[config.mk]
export PLATFORM = sky130hd
export DESIGN_NAME = mcb_port_sequencer
export DESIGN_NICKNAME = d
export VERILOG_FILES = /design/src/rtl/mcb_port_sequencer.sv
export SDC_FILE = /design/constraint.sdc
export NUM_CORES = 1
export LEC_CHECK = 0
export BUFFER_PORTS_ARGS = -buffer_cell sky130_fd_sc_hd__buf_2
export CELL_PAD_IN_SITES_DETAIL_PLACEMENT = 0
export CELL_PAD_IN_SITES_GLOBAL_PLACEMENT = 1
export CORE_ASPECT_RATIO = 1.2
export CORE_MARGIN = 2
export CORE_UTILIZATION = 30
export DETAILED_ROUTE_END_ITERATION = 6
export PLACE_DENSITY = 0.86
export RECOVER_POWER = 25
export SYNTH_ARGS = -nofsm -noshare
export SYNTH_HDL_FRONTEND = slang
export SYNTH_SLANG_ARGS = --single-unit
[constraint.sdc]
create_clock -name clk -period 4.5 [get_ports clk]
set_clock_uncertainty 0.05 [all_clocks]
set_input_delay 0.45 -clock clk [delete_from_list [all_inputs] [get_ports clk]]
set_output_delay 0.45 -clock clk [all_outputs]
set_load 0.02 [all_outputs]
[src/rtl/mcb_port_sequencer.sv]
// Shares one 32-bit MCB user port between two burst requesters.
// Requester 0 is the pixel writer and requester 1 is the line fetcher.
// Only one burst runs at a time. A write fills the MCB write FIFO before its
// command is issued. A read issues its command first, then drains the read FIFO.
module mcb_port_sequencer #(
    parameter bit          PRIO_FIXED = 1'b0,
    parameter int unsigned RD_TIMEOUT = 1024,
    parameter int unsigned TO_W       = 11
) (
    input  logic        clk,
    input  logic        reset,
    input  logic        calib_done,
    input  logic [1:0]  req,
    input  logic [1:0]  req_we,
    input  logic [59:0] req_addr,
    input  logic [11:0] req_bl,
    output logic [1:0]  gnt,
    input  logic [63:0] wdata,
    output logic [1:0]  wdata_pop,
    output logic [31:0] rdata,
    output logic [1:0]  rdata_vld,
    output logic [1:0]  done,
    output logic        rd_err,
    output logic        cmd_en,
    output logic [2:0]  cmd_instr,
    output logic [5:0]  cmd_bl,
    output logic [29:0] cmd_byte_addr,
    input  logic        cmd_full,
    output logic        wr_en,
    output logic [31:0] wr_data,
    output logic [3:0]  wr_mask,
    input  logic        wr_full,
    output logic        rd_en,
    input  logic [31:0] rd_data,
    input  logic        rd_empty
);

    localparam int unsigned AW  = 30;
    localparam int unsigned BLW = 6;
    localparam int unsigned DW  = 32;

    localparam logic [2:0] INSTR_WR = 3'b000;
    localparam logic [2:0] INSTR_RD = 3'b001;

    typedef enum logic [2:0] {
        S_WAIT_CAL,
        S_IDLE,
        S_WR_FILL,
        S_WR_CMD,
        S_RD_CMD,
        S_RD_DRAIN,
        S_DONE
    } state_e;

    state_e          state_q, state_d;
    logic            id_q, id_d;
    logic [AW-1:0]   addr_q, addr_d;
    logic [BLW-1:0]  bl_q, bl_d;
    logic [BLW-1:0]  cnt_q, cnt_d;
    logic [TO_W-1:0] wd_q, wd_d;
    logic            rr_q, rr_d;
    logic [1:0]      gnt_q, gnt_d;
    logic            rd_err_q, rd_err_d;

    logic            sel_c;
    logic            sel_we_c;
    logic [AW-1:0]   sel_addr_c;
    logic [BLW-1:0]  sel_bl_c;
    logic [DW-1:0]   sel_wdata_c;

    // Arbitration: a single request wins outright; a tie goes to the rr pointer or to requester 0
    always_comb begin
        if (req == 2'b11) begin
            sel_c = PRIO_FIXED ? 1'b0 : rr_q;
        end else begin
            sel_c = ~req[0];
        end
        sel_we_c    = sel_c ? req_we[1]       : req_we[0];
        sel_addr_c  = sel_c ? req_addr[59:30] : req_addr[29:0];
        sel_bl_c    = sel_c ? req_bl[11:6]    : req_bl[5:0];
        sel_wdata_c = id_q  ? wdata[63:32]    : wdata[31:0];
    end

    // State and burst context registers
    always_ff @(posedge clk or posedge reset) begin
        if (reset) begin
            state_q  <= S_WAIT_CAL;
            id_q     <= 1'b0;
            addr_q   <= '0;
            bl_q     <= '0;
            cnt_q    <= '0;
            wd_q     <= '0;
            rr_q     <= 1'b0;
            gnt_q    <= '0;
            rd_err_q <= 1'b0;
        end else begin
            state_q  <= state_d;
            id_q     <= id_d;
            addr_q   <= addr_d;
            bl_q     <= bl_d;
            cnt_q    <= cnt_d;
            wd_q     <= wd_d;
            rr_q     <= rr_d;
            gnt_q    <= gnt_d;
            rd_err_q <= rd_err_d;
        end
    end

    // Next state and MCB/requester handshakes; bus fields are zero outside their active states
    always_comb begin
        state_d       = state_q;
        id_d          = id_q;
        addr_d        = addr_q;
        bl_d          = bl_q;
        cnt_d         = cnt_q;
        wd_d          = wd_q;
        rr_d          = rr_q;
        gnt_d         = '0;
        rd_err_d      = rd_err_q;

        done          = '0;
        wdata_pop     = '0;
        rdata         = '0;
        rdata_vld     = '0;
        cmd_en        = 1'b0;
        cmd_instr     = '0;
        cmd_bl        = '0;
        cmd_byte_addr = '0;
        wr_en         = 1'b0;
        wr_data       = '0;
        rd_en         = 1'b0;

        unique case (state_q)
            S_WAIT_CAL: begin
                if (calib_done) begin
                    state_d = S_IDLE;
                end
            end

            S_IDLE: begin
                if (req != 2'b00) begin
                    id_d         = sel_c;
                    addr_d       = sel_addr_c & ~AW'(3);
                    bl_d         = sel_bl_c;
                    cnt_d        = '0;
                    gnt_d[sel_c] = 1'b1;
                    rr_d         = ~sel_c;
                    state_d      = sel_we_c ? S_WR_FILL : S_RD_CMD;
                end
            end

            S_WR_FILL: begin
                wr_en           = ~wr_full;
                wr_data         = sel_wdata_c;
                wdata_pop[id_q] = ~wr_full;
                if (!wr_full) begin
                    if (cnt_q == bl_q) begin
                        state_d = S_WR_CMD;
                    end else begin
                        cnt_d = cnt_q + BLW'(1);
                    end
                end
            end

            S_WR_CMD: begin
                cmd_en        = ~cmd_full;
                cmd_instr     = INSTR_WR;
                cmd_bl        = bl_q;
                cmd_byte_addr = addr_q;
                if (!cmd_full) begin
                    state_d = S_DONE;
                end
            end

            S_RD_CMD: begin
                cmd_en        = ~cmd_full;
                cmd_instr     = INSTR_RD;
                cmd_bl        = bl_q;
                cmd_byte_addr = addr_q;
                if (!cmd_full) begin
                    wd_d    = '0;
                    state_d = S_RD_DRAIN;
                end
            end

            S_RD_DRAIN: begin
                rd_en           = ~rd_empty;
                rdata           = rd_data;
                rdata_vld[id_q] = ~rd_empty;
                if (!rd_empty) begin
                    wd_d = '0;
                    if (cnt_q == bl_q) begin
                        state_d = S_DONE;
                    end else begin
                        cnt_d = cnt_q + BLW'(1);
                    end
                end else begin
                    wd_d = wd_q + TO_W'(1);
                    if ((RD_TIMEOUT != 0) && ((wd_q + TO_W'(1)) == TO_W'(RD_TIMEOUT))) begin
                        rd_err_d = 1'b1;
                        state_d  = S_DONE;
                    end
                end
            end

            S_DONE: begin
                done[id_q] = 1'b1;
                state_d    = S_IDLE;
            end

            default: begin
                state_d = S_WAIT_CAL;
            end
        endcase
    end

    assign gnt     = gnt_q;
    assign rd_err  = rd_err_q;
    assign wr_mask = 4'b0000;

endmodule

==> After elaboration in Yosys (flattened, before gate mapping) <==
Index checks and enable logic that the tools add are counted.
{ "totals": {"ff_bits": 59, "word_cells": 93, "inputBits": 178, "out_inout_bits": 119} }
{ "classes": {"reduce_logical": 12, "n_eq_ne": 18, "bitwise": 7, "n_lt_le_gt_ge": 4, "muxes": 41, "addsub": 2} }
{ "op_table": {"columns": ["op", "n"], "rows": [
  ["32-bit 2-to-1 mux", 3],
  ["30-bit 2-to-1 mux", 2],
  ["6-bit 2-to-1 mux", 6],
  ["3-bit 2-to-1 mux", 10],
  ["11-bit 2-to-1 mux", 2],
  ["11-bit one-hot mux with 2 select lines", 1],
  ["3-bit one-hot mux with 7 select lines", 1],
  ["6-bit one-hot mux with 3 select lines", 1],
  ["2-bit inequality test, second input constant", 7],
  ["11-bit by 1-bit adder with 11-bit output, second input constant", 1],
  ["11-bit equality test, second input constant", 1],
  ["2-bit 2-to-1 mux", 5],
  ["3-bit equality test, second input constant", 3],
  ["1-bit 2-to-1 mux", 8],
  ["8-bit AND reduction", 1],
  ["6-bit by 1-bit adder with 6-bit output, second input constant", 1],
  ["3-bit by 2-bit equality test with 1-bit output, second input constant", 2],
  ["6-bit equality test", 1],
  ["3-bit inequality test, second input constant", 2],
  ["1-bit inverter", 5],
  ["2-bit AND", 2],
  ["1-bit by 2-bit < comparator with 1-bit output, second input constant", 2],
  ["2-bit AND reduction", 2],
  ["4-bit AND reduction", 1],
  ["other kinds (10)", 14]
]} }

==> Longest topological paths before layout <==
{ "logic_depth": {"ltp_word": 8, "depth_mapped": 7, "mapped_depth_nobuf": 6} }

==> Worst setup path before layout <==
OpenSTA, ideal clock, no wires.
{ "synth_path": {"path_type": "reg2out", "startpoint": "register state_q[0]", "endpoint": "output port wdata_pop[1]", "arrival_ns": 1.632, "setup_slack_ns": 2.368, "stages_incl_launch_ff": 5, "required_ns": 4.000, "path_buffers": 1, "cell_sequence": "dfrtp_1 -> or3b_1 -> clkbuf_1 -> nor2_1 -> and2_1"} }
{ "synth_between": {"elab_chain_len": 2} }
{ "synth_rtl": {"columns": ["element", "line", "text"], "rows": [
  ["from (decl)", "55", "state_e state_q, state_d;"],
  ["from (signal assigned)", "97", "state_q <= state_d;"],
  ["3-bit by 2-bit equality test with 1-bit output", "133", "unique case (state_q)"],
  ["2-bit 2-to-1 mux", "133", null],
  ["to (decl)", "19", "output logic [1:0] wdata_pop,"]
]} }
Every way passes these cells.

==> Worst setup path in the final report <==
Ends and elaborated chain as after synthesis.

==> Implementation_results.wiki <==
{| class="wikitable"
! Metric !! Value
|-
| Max-capacitance violation count || 0
|-
| Pleak || 3.34 nW
|-
| Slew HR || 0.333
|-
| Drt via density || 5.04
|-
| Required time at the worst-slack endpoint || 4.00 ns
|-
| Drc violations || 0
|-
| Unrepaired setup endpoints after global routing || false
|-
| First-pass GRT wire length || 22000 um
|-
| Die height || 131 um
|-
| Post-detailed-route wirelength per cell || 16.8 um
|-
| Residual overflow from global routing || 0
|-
| WHS || 0.297 ns
|-
| Total number of H-tree levels || 3
|-
| I/O pin cnt || 297
|-
| Origin of the critical flop-to-flop path || state_q[0]
|-
| Count of instances resized after the clock tree is built || 0
|-
| Post-DP HPWL || 11400 um
|-
| Sequential cell area fraction in the yosys report || 0.369
|-
| CP Class || flop to output pin
|-
| Top FF cell, synth || sky130_fd_sc_hd__dfrtp_1
|-
| CTS sink cnt || 59
|-
| EDFF count, synth || 0
|-
| Commonest non-fill, non-tap cell in the layout || sky130_fd_sc_hd__buf_2
|-
| Max Freq || 382 MHz
|-
| Area of the core || 13100 sq um
|-
| Top post-synthesis cells by area || sky130_fd_sc_hd__dfrtp_1, sky130_fd_sc_hd__and2_1, sky130_fd_sc_hd__a221o_1
|-
| Critical Path Start || state_q[0]
|-
| DIE AREA || 14300 sq um
|-
| Commonest cells after routing, fill and taps aside || sky130_fd_sc_hd__buf_2, sky130_fd_sc_hd__and2_1, sky130_fd_sc_hd__dfrtp_1
|-
| Pin count of the biggest net entering global routing || 60
|-
| Number of cells in the finished layout apart from fillers || 883
|-
| Latest clock arrival within the worst-skew pair || 0.32 ns
|-
| Number of failing hold endpoints at the final stage || 0
|-
| Max clock buf depth || 2
|-
| Worst IR drop on VDD || 328 uV
|-
| Inserted Diodes || 0
|-
| Fin nets || 890
|-
| Synth top area share || 0.369
|-
| Final cycle utilization of the critical path || 0.582
|-
| Post-CTS setup buffer count || 0
|-
| Global placer's final weighted congestion || 0.828
|-
| Critical Path Start Type || flop
|-
| Worst hold path type || primary input to asynchronous set/reset pin
|-
| Number of vias in the routed layout || 4450
|-
| Power density cells || 595 nW/um^2
|-
| Slew at the pin closest to its max-slew limit || 1.00 ns
|-
| Clock tree from TritonCTS || built
|-
| Number of violations reported at the end of detailed-routing iteration 0 || 388
|-
| Vias in the first global route || 4142
|-
| Total instance count after detailed placement || 867
|-
| Detailed Route WL || 14900 um
|-
| Final critical-path required period || 2.62 ns
|-
| Fraction of synthesis flops using an asynchronous set or reset pin || 1.00
|-
| Crit path capture type || output pin
|-
| Hold-fix buffers, CTS || 0
|-
| Total of buffers placed on input and output ports || 284
|-
| Syn. warnings || 0
|-
| Count of TritonRoute iterations in the first routing pass || 4
|-
| Max Transition Viols Final || 0
|-
| Status || finished, final reports clean
|-
| Post-synthesis sequential element count || 59
|-
| Layout Area Growth over Synthesis || 45.5%
|-
| Post-synthesis instance area || 4000 sq um
|-
| Mean instance size in the synthesized netlist || 8.94 sq um
|-
| Total number of placement rows || 46
|-
| Clock Tree Root || sky130_fd_sc_hd__clkbuf_16
|-
| Cell count after synthesis || 448
|-
| Clk pin slew, worst setup/hold paths || 0.06 ns
|-
| Tot GR Track Use || 0.198
|-
| Leading area contributor after synthesis || sky130_fd_sc_hd__dfrtp_1
|-
| Number of buffers inserted during clock tree synthesis || 9
|-
| Initial antenna violation count || 0
|-
| Effective utilization at floorplan || 0.305
|-
| Die Span X || 109 um
|-
| Critical path data arrival time || 2.12 ns
|-
| Layout cell share with drive strength beyond 1 || 0.441
|-
| Number of fill cells || 1307
|-
| Post-synth cell types || 51
|-
| Residual antenna-violating net count after detailed routing || 0
|-
| Final setup violation count || 0
|-
| Final sum of negative setup slack || 0 ns
|-
| Maximum fanout along the worst path || 34
|}
logic make-up after synthesis:
kind of cell / count (synthesis) / share of synthesized area
adders and majority gates: 2 / 0.00625
muxes: 33 / 0.0825
AOI/OAI and AO/OA: 85 / 0.168
and+or+nand+nor: 210 / 0.295
buffers and inverters: 49 / 0.0584
DFF: 59 / 0.369
other: 1 / 0.000937
xor gates and xnor gates: 9 / 0.0197
synthesized netlist by cell type, types with 8 or more instances:
| cell | number |
|---|---|
| sky130_fd_sc_hd__and2_1 | 72 |
| sky130_fd_sc_hd__dfrtp_1 | 59 |
| sky130_fd_sc_hd__nor2_1 | 45 |
| sky130_fd_sc_hd__and3_1 | 36 |
| sky130_fd_sc_hd__a221o_1 | 34 |
| sky130_fd_sc_hd__mux2i_1 | 33 |
| sky130_fd_sc_hd__clkbuf_1 | 26 |
| sky130_fd_sc_hd__nand2_1 | 17 |
| sky130_fd_sc_hd__o21ai_0 | 17 |
| sky130_fd_sc_hd__buf_2 | 10 |
| sky130_fd_sc_hd__buf_4 | 8 |
| sky130_fd_sc_hd__nand3_1 | 8 |
| sky130_fd_sc_hd__xnor2_1 | 8 |
cell type report:
cell class              count  area (sq um)  share of cell area
repair buffers            290          1470               0.252
flip-flops and latches     59          1480               0.254
inverters                   3          11.3             0.00193
well taps                 168           210              0.0361
clock buffers              12           256              0.0440
clock inverters             4          72.6              0.0125
multi-input cells         347          2330               0.400
path summary, 6_finish.rpt:
kind / to / slack, ns / cells after the start
worst min-delay path: addr_q[19] / 0.30 / 3
worst max register to register: wd_q[8] / 2.15 / 5
worst max-delay path: wdata_pop[1] / 1.88 / 5
min in group clk: addr_q[22] / 0.30 / 2
worst min register to register: rd_err / 0.41 / 1
max in group asynchronous: id_q / 3.54 / 3
critical path, stage by stage, from the launching register on:
cell	delay [ns]
sky130_fd_sc_hd__dfrtp_1	0.55
sky130_fd_sc_hd__or3b_1	0.52
sky130_fd_sc_hd__buf_4	0.28
sky130_fd_sc_hd__nor2_1	0.15
sky130_fd_sc_hd__and2_1	0.13
sky130_fd_sc_hd__buf_2	0.16
metrics by stage:
stage / area [sq um] / worst slack (ns) / total power [mW] / util
after floorplan: 4030 / 2.37 / 2.18 / -
after global placement: 5500 / 2.26 / 2.68 / 0.419
after detailed placement: 5500 / 2.15 / 2.73 / 0.419
after CTS: 5830 / 1.86 / 3.50 / 0.444
after global routing: 5830 / 1.66 / 3.72 / 0.444
final: 5830 / 1.88 / 3.46 / 0.444
flip-flops by register name, summed over array words and instances (netlist names):
name	count
bl_q	6
id_q	1
wd_q	11
gnt	2
rr_q	1
addr_q	28
state_q	3
cnt_q	6
rd_err	1
power by group:
group / internal (mW) / switching, mW / leakage [nW]
Combinational: 0.744 / 0.996 / 2.43
Clock: 0.514 / 0.238 / 0.159
Sequential: 0.732 / 0.240 / 0.751
per-layer routing:
metal / up-vias / GRT usage / share of wire
met1: 2132 / 0.280 / 0.45
li1: 2129 / - / -
met2: 176 / 0.312 / 0.47
met3: 13 / 0.0367 / 0.070
met4: 0 / 0.0469 / 0.010
met5: - / 0 / 0
(Power assumes the default switching activity.)
